$ cat config.mk
export PLATFORM = sky130hd
export DESIGN_NAME = load_store_unit
export DESIGN_NICKNAME = d
export VERILOG_FILES = /design/src/rtl/load_store_unit_pkg.sv /design/src/rtl/load_store_unit_lane_align.sv /design/src/rtl/load_store_unit.sv
export SDC_FILE = /design/constraint.sdc
export NUM_CORES = 1
export LEC_CHECK = 0
export ABC_CLOCK_PERIOD_IN_PS = 3700
export CORE_UTILIZATION = 50
export CTS_CLUSTER_SIZE = 28
export DETAILED_ROUTE_END_ITERATION = 7
export GPL_TIMING_DRIVEN = 0
export PLACE_DENSITY = 0.93
export SLEW_MARGIN = 20
export SYNTH_ARGS = -nofsm -noshare
export SYNTH_HDL_FRONTEND = slang
export SYNTH_SLANG_ARGS = --single-unit
$ cat constraint.sdc
create_clock -name clk -period 3.7 [get_ports clk]
set_input_delay 0.74 -clock clk [delete_from_list [all_inputs] [get_ports clk]]
set_output_delay 0.74 -clock clk [all_outputs]
set_load 0.01 [all_outputs]
$ cat src/rtl/load_store_unit_pkg.sv
// Shared definitions for the load/store unit: access size encoding,
// FSM state encoding and the alignment helper.
package load_store_unit_pkg;

    localparam logic [1:0] SZ_B = 2'd0;
    localparam logic [1:0] SZ_H = 2'd1;
    localparam logic [1:0] SZ_W = 2'd2;
    localparam logic [1:0] SZ_D = 2'd3;

    typedef enum logic [1:0] {
        ST_IDLE   = 2'd0,
        ST_ACCESS = 2'd1,
        ST_WRITE  = 2'd2,
        ST_RESP   = 2'd3
    } lsu_state_e;

    // True when the low address bits are not a multiple of the access size.
    function automatic logic misaligned(input logic [2:0] off, input logic [1:0] sz);
        logic res;
        case (sz)
            SZ_B:    res = 1'b0;
            SZ_H:    res = off[0];
            SZ_W:    res = |off[1:0];
            SZ_D:    res = |off;
            default: res = 1'b1;
        endcase
        return res;
    endfunction

endpackage

$ cat src/rtl/load_store_unit_lane_align.sv
// Combinational lane logic: load extract/extend and store merge for a
// little-endian 64-bit doubleword.
module load_store_unit_lane_align
    import load_store_unit_pkg::*;
(
    input  logic [63:0] word,
    input  logic [63:0] data,
    input  logic [2:0]  offset,
    input  logic [1:0]  size,
    input  logic        sign_ext,
    output logic [63:0] load_data,
    output logic [63:0] merge_data
);

    // Pull the addressed lanes down to bit 0 and extend them to 64 bits.
    function automatic logic [63:0] extract(input logic [63:0] w, input logic [2:0] off,
                                            input logic [1:0] sz, input logic sg);
        logic [63:0] sh;
        logic [63:0] res;
        sh = w >> {off, 3'b000};
        case (sz)
            SZ_B:    res = sg ? {{56{sh[7]}},  sh[7:0]}  : {56'd0, sh[7:0]};
            SZ_H:    res = sg ? {{48{sh[15]}}, sh[15:0]} : {48'd0, sh[15:0]};
            SZ_W:    res = sg ? {{32{sh[31]}}, sh[31:0]} : {32'd0, sh[31:0]};
            SZ_D:    res = sh;
            default: res = sh;
        endcase
        return res;
    endfunction

    // Replace the addressed lanes of the old word with the low bytes of the new data.
    function automatic logic [63:0] merge(input logic [63:0] old_w, input logic [63:0] d,
                                          input logic [2:0] off, input logic [1:0] sz);
        logic [63:0] m;
        case (sz)
            SZ_B:    m = 64'h0000_0000_0000_00FF;
            SZ_H:    m = 64'h0000_0000_0000_FFFF;
            SZ_W:    m = 64'h0000_0000_FFFF_FFFF;
            SZ_D:    m = 64'hFFFF_FFFF_FFFF_FFFF;
            default: m = 64'hFFFF_FFFF_FFFF_FFFF;
        endcase
        return (old_w & ~(m << {off, 3'b000})) | ((d & m) << {off, 3'b000});
    endfunction

    // Both paths are evaluated continuously; the FSM picks which result to use.
    always_comb begin
        load_data  = extract(word, offset, size, sign_ext);
        merge_data = merge(word, data, offset, size);
    end

endmodule

$ cat src/rtl/load_store_unit.sv
// Memory-stage load/store unit: byte-addressed requests in, doubleword
// accesses to the data memory out, sub-doubleword stores via read-modify-write.
module load_store_unit
    import load_store_unit_pkg::*;
#(
    parameter int ADDR_W     = 48,
    parameter int WORD_IDX_W = 6
) (
    input  logic              clk,
    input  logic              rst_n,
    input  logic              req_valid,
    output logic              req_ready,
    input  logic              req_write,
    input  logic [1:0]        req_size,
    input  logic              req_signed,
    input  logic [ADDR_W-1:0] req_addr,
    input  logic [63:0]       req_wdata,
    output logic              resp_valid,
    input  logic              resp_ready,
    output logic [63:0]       resp_rdata,
    output logic              resp_err,
    output logic              mem_write,
    output logic              mem_read,
    output logic [ADDR_W-1:0] mem_address,
    output logic [63:0]       mem_wdata,
    input  logic [63:0]       mem_rdata
);

    lsu_state_e        state_r, state_next_s;
    logic              ready_r;
    logic              write_r, signed_r;
    logic [1:0]        size_r;
    logic [ADDR_W-1:0] addr_r;
    logic [63:0]       wdata_r, merge_r;
    logic              resp_valid_r, resp_err_r;
    logic [63:0]       resp_rdata_r;
    logic              accept_s, err_s;
    logic [63:0]       load_s, merge_s;

    // Aliasing addresses beyond the memory are rejected along with misaligned ones.
    assign accept_s = req_valid && ready_r;
    assign err_s    = (|req_addr[ADDR_W-1:WORD_IDX_W+3]) || misaligned(req_addr[2:0], req_size);

    load_store_unit_lane_align u_lane_align (
        .word       (mem_rdata),
        .data       (wdata_r),
        .offset     (addr_r[2:0]),
        .size       (size_r),
        .sign_ext   (signed_r),
        .load_data  (load_s),
        .merge_data (merge_s)
    );

    // FSM state register.
    always_ff @(posedge clk) begin
        if (!rst_n) begin
            state_r <= ST_IDLE;
        end else begin
            state_r <= state_next_s;
        end
    end

    // FSM next-state logic.
    always_comb begin
        state_next_s = state_r;
        case (state_r)
            ST_IDLE: begin
                if (accept_s) begin
                    state_next_s = err_s ? ST_RESP : ST_ACCESS;
                end else begin
                    state_next_s = ST_IDLE;
                end
            end
            ST_ACCESS: begin
                if (write_r && (size_r != SZ_D)) begin
                    state_next_s = ST_WRITE;
                end else begin
                    state_next_s = ST_RESP;
                end
            end
            ST_WRITE: state_next_s = ST_RESP;
            ST_RESP: begin
                if (resp_ready) begin
                    state_next_s = ST_IDLE;
                end else begin
                    state_next_s = ST_RESP;
                end
            end
            default: state_next_s = ST_IDLE;
        endcase
    end

    // FSM memory-port outputs; enables are gated by reset so nothing reaches memory during it.
    always_comb begin
        mem_read    = 1'b0;
        mem_write   = 1'b0;
        mem_address = '0;
        mem_wdata   = 64'd0;
        case (state_r)
            ST_ACCESS: begin
                mem_read    = rst_n;
                mem_address = {3'b000, addr_r[ADDR_W-1:3]};
                if (write_r && (size_r == SZ_D)) begin
                    mem_write = rst_n;
                    mem_wdata = wdata_r;
                end else begin
                    mem_wdata = 64'd0;
                end
            end
            ST_WRITE: begin
                mem_write   = rst_n;
                mem_address = {3'b000, addr_r[ADDR_W-1:3]};
                mem_wdata   = merge_r;
            end
            default: begin
                mem_read = 1'b0;
            end
        endcase
    end

    // Request latches, merge word and response registers.
    always_ff @(posedge clk) begin
        if (!rst_n) begin
            ready_r      <= 1'b0;
            write_r      <= 1'b0;
            signed_r     <= 1'b0;
            size_r       <= 2'd0;
            addr_r       <= '0;
            wdata_r      <= 64'd0;
            merge_r      <= 64'd0;
            resp_valid_r <= 1'b0;
            resp_err_r   <= 1'b0;
            resp_rdata_r <= 64'd0;
        end else begin
            ready_r <= (state_next_s == ST_IDLE);
            case (state_r)
                ST_IDLE: begin
                    if (accept_s) begin
                        write_r  <= req_write;
                        signed_r <= req_signed;
                        size_r   <= req_size;
                        addr_r   <= req_addr;
                        wdata_r  <= req_wdata;
                        if (err_s) begin
                            resp_valid_r <= 1'b1;
                            resp_err_r   <= 1'b1;
                            resp_rdata_r <= 64'd0;
                        end
                    end
                end
                ST_ACCESS: begin
                    if (!write_r) begin
                        resp_rdata_r <= load_s;
                        resp_valid_r <= 1'b1;
                    end else if (size_r == SZ_D) begin
                        resp_valid_r <= 1'b1;
                    end else begin
                        merge_r <= merge_s;
                    end
                end
                ST_WRITE: resp_valid_r <= 1'b1;
                ST_RESP: begin
                    if (resp_ready) begin
                        resp_valid_r <= 1'b0;
                        resp_err_r   <= 1'b0;
                        resp_rdata_r <= 64'd0;
                    end
                end
                default: ;
            endcase
        end
    end

    assign req_ready  = ready_r;
    assign resp_valid = resp_valid_r;
    assign resp_err   = resp_err_r;
    assign resp_rdata = resp_rdata_r;

endmodule

==> reports/qor.csv <==
stage,metric,value,unit
floorplan,core-area,0.0273,mm²
placement,finalWeightedCongestion,1.06,
pwr,p_clk_share,33.5,%
synth,synth_fa_ha_area_share,0.446,%
synth,synth_top_family_by_area,compound AO/OA/AOI/OAI gates,
synth,synthMuxAreaShare,9.32,%
global_route,grt_pass1_vias,16244,
floorplan,die_y,170,µm
critical_path,r2r_end,addr_r[44]$_SDFFE_PN0P_,
synth,ys_seq_area_share,35.5,%
placement,port_buffers,361,
global_route,grt-ovfl-total,0,
placement,dpl.hpwl,53300,µm
sta,setup_viol,0,
critical_path,critPathKind,input port to output pin,
routing,wl_per_cell,27.5,µm
routing,drt_iter0_markers,2188,
clocking,clkLatencyLatePin,0.55,ns
critical_path,end_kind,output pin,
floorplan,row_count,60,
pwr,p_seq_share,33.7,%
sta,relSlewSlack,33.5,%
pwr,p_sw,0.00339,W
clocking,htree_levels,1,
critical_path,r2r_cells,9,
critical_path,cp-start-kind,input port,
floorplan,initial_core_util,51.5,%
routing,vias,17100,
floorplan,ios,365,
synth,syn_area,0.0140,mm²
pwr,intPower,0.00603,W
sta,slew_viol_final,0,
floorplan,die-width,170,µm
pwr,p_sw_share,36.0,%
sta,worstMarginPinSlew,0.998,ns
hold_path,hold_class,flop to flop,
sta,timing.hold.ws,0.453,ns
synth,synth_xor_area_share,0,%
hold_path,holdPathStages,2,
pwr,combinationalPowerShare,32.8,%
critical_path,crit_fanout,10,
synth,synth_compound_area_share,27.9,%
synth,ys_warn_count,0,
synth,netlist_instances,1775,
synth,synth_seq_cells,249,
sta,period_share,99.6,%
critical_path,arrival,2.94,ns
sta,skew,0.0127,ns
critical_path,crit_required,2.96,ns
critical_path,reg2reg_setup_slack,0.63,ns
pwr,ir_drop,0.375,mV
critical_path,r2r-start,state_r[1]$_SDFF_PN0_,
routing,drtPass1Iterations,7,
sta,setup_ws,0.0152,ns
layout,drive_above_1_share,8.01,%
routing,wl,70400,µm
global_route,grt_max_degree,16,
pwr,finalPower,0.00941,W
layout,fillCellCount,2016,
clocking,path_clk_slew,0.06,ns
placement,pre_cts_ws,-0.388,ns
global_route,antenna_found_initial,1,
layout,nNetsFinal,2355,
global_route,grt_pass1_wl,102000,µm
clocking,cts_tree,done,
synth,yosysUniqueCellTypes,66,
global_route,track_usage,47.7,%
job,maxCapViolations,0,
pwr,leakage,6.27,nW
synth,synth_area_per_cell,7.90,µm²
sta,min_period,3.68,ns
routing,avgViaCountPerCell,6.68,
sta,hold_viol_final,0,
sta,finalSetupTns,0,ns
clocking,cts.sinks,249,
clocking,cts_root_buf,clkbuf_16,
hold_path,hold-path-endpoint,addr_r[42]$_SDFFE_PN0P_,
sta,rsz0062_at_grt,false,
floorplan,die_area,0.0287,mm²
status,outcome,finished clean,
sta,max_freq,271,MHz
layout,area_growth,37.0,%
clocking,cts_made_buffers,26,
clocking,cts.path.max_buffers,3,
pwr,power_density,490,mW/mm²
hold_path,min_from,addr_r[42]$_SDFFE_PN0P_,
synth,synth_edf_count,0,
synth,synthFlopType,dfxtp_1,
synth,ys_async_sr_fraction,0,%
synth,yosys.area_share.simple,20.6,%
routing,drc,0,
routing,ant_nets,0,
[sequential cells by signal, indices dropped and copies added (netlist names)]
| register | flops |
|---|---|
| write_r | 1 |
| req_ready | 1 |
| wdata_r | 64 |
| size_r | 2 |
| resp_rdata | 64 |
| resp_err | 1 |
| signed_r | 1 |
| resp_valid | 1 |
| state_r | 2 |
| merge_r | 64 |
| addr_r | 48 |
[worst max-delay path, cell delays in order]
cell,delay (ns)
clkdlybuf4s50_1,0.65
clkbuf_1,0.71
o211a_1,0.30
clkdlybuf4s50_1,0.54
[worst max path at each step]
stage                           startpoint            end  slack [ns]  depth (start not counted)
floorplan           size_r[0]$_SDFFE_PN0P_   mem_wdata[0]        1.22                          7
global placement    size_r[0]$_SDFFE_PN0P_  mem_wdata[15]       -0.40                          8
detailed placement  size_r[0]$_SDFFE_PN0P_  mem_wdata[15]       -0.39                          8
CTS                  state_r[1]$_SDFF_PN0_   mem_wdata[2]       0.009                          9
global route         state_r[0]$_SDFF_PN0_   mem_wdata[9]       0.004                          6
finish                               rst_n      mem_write        0.02                          4
[cells in the mapped netlist, drive strengths merged (4+ instances only)]
| cell | n | area, µm² |
|---|---|---|
| a32o | 24 | 240 |
| nand3 | 8 | 50.1 |
| a211oi | 31 | 233 |
| nor2 | 66 | 250 |
| o2bb2ai | 7 | 61.3 |
| nand4 | 5 | 31.3 |
| a21o | 13 | 97.6 |
| or4b | 4 | 40.0 |
| mux4 | 13 | 297 |
| a21oi | 205 | 1030 |
| a31oi | 17 | 106 |
| nand2 | 330 | 1250 |
| a2bb2oi | 8 | 70.1 |
| o21ai | 92 | 460 |
| a221oi | 46 | 403 |
| a22o | 15 | 131 |
| nor2b | 79 | 494 |
| nor4 | 10 | 68.8 |
| nor3 | 46 | 240 |
| and2 | 52 | 325 |
| o32ai | 36 | 315 |
| mux2i | 65 | 651 |
| mux2 | 32 | 360 |
| ha | 5 | 62.6 |
| a22oi | 67 | 503 |
| inv | 16 | 60.1 |
| dfxtp | 249 | 4980 |
| nand3b | 10 | 75.1 |
| clkbuf | 116 | 437 |
| buf | 62 | 372 |
| o22ai | 18 | 113 |
[area by class of cell]
cell class                 instances  area [µm²]  share of cell area, %
buffer                           178         857                   4.46
clock inverter                    14         283                   1.47
clock buffer                      34         742                   3.86
timing repair buffer             361        3610                   18.8
multi-input combinational       1333        8200                   42.7
antenna                            1        2.50                 0.0130
inverter                          17        63.8                  0.332
sequential                       249        4980                   25.9
tap                              372         465                   2.42
[cell usage in the layout, fill, tap and decap left out, drive strengths merged, types with 10 or more instances in the layout]
cell / n
buf: 65
a22oi: 67
nor2: 66
dfxtp: 249
nor4: 10
clkdlybuf4s50: 361
a22o: 15
a21oi: 205
nor2b: 79
clkbuf: 147
o21ai: 92
and2: 52
a31oi: 17
a32o: 24
o32ai: 36
nor3: 46
mux4: 13
a21o: 13
mux2: 32
nand2: 330
nand3b: 10
inv: 17
mux2i: 65
a221oi: 46
o22ai: 18
a211oi: 31
[kinds of logic (layout without fill, tap and decap cells)]
group / count (synthesis) / count (layout)
flip-flops: 249 / 249
other: 1 / 4
AO/OA/AOI/OAI: 595 / 595
multiplexers: 110 / 110
AND/OR/NAND/NOR: 620 / 620
adder cells (fa/ha/maj): 5 / 5
buffers and inverters: 195 / 604
[metal layers]
metal	global-route usage, %	vias up	share of wire, %
met2	74.7	1434	44
met3	8.82	377	11
li1	-	7230	-
met4	36.8	0	9.0
met1	58.0	8059	36
met5	0	-	0
[metrics by stage]
stage | area [µm²] | std cells | utilization, %
global placement | 18100 | 2510 | 66.5
global route | 19200 | 2558 | 70.5
finish | 19200 | 2559 | 70.5
CTS | 19200 | 2558 | 70.4
floorplan | 14000 | 1777 | -
detailed placement | 18100 | 2510 | 66.5
[power groups by stage]
stage / Clock, W / Combinational (W) / Sequential (W)
global route: 0.00324 / 0.00322 / 0.00318
global placement: 0 / 0.00283 / 0.00320
CTS: 0.00313 / 0.00295 / 0.00316
detailed placement: 0 / 0.00290 / 0.00321
finish: 0.00315 / 0.00309 / 0.00318
floorplan: 0 / 0.00175 / 0.00312
[what timing repair did]
item | CTS | global route
buffers inserted | 0 | 0
gates resized for setup | 23 | 22
hold buffers | 0 | 0
hold endpoints to repair | 0 | 0
endpoints found under the setup margin | 110 | 67
No activity file was read; power rests on OpenSTA's default activity.
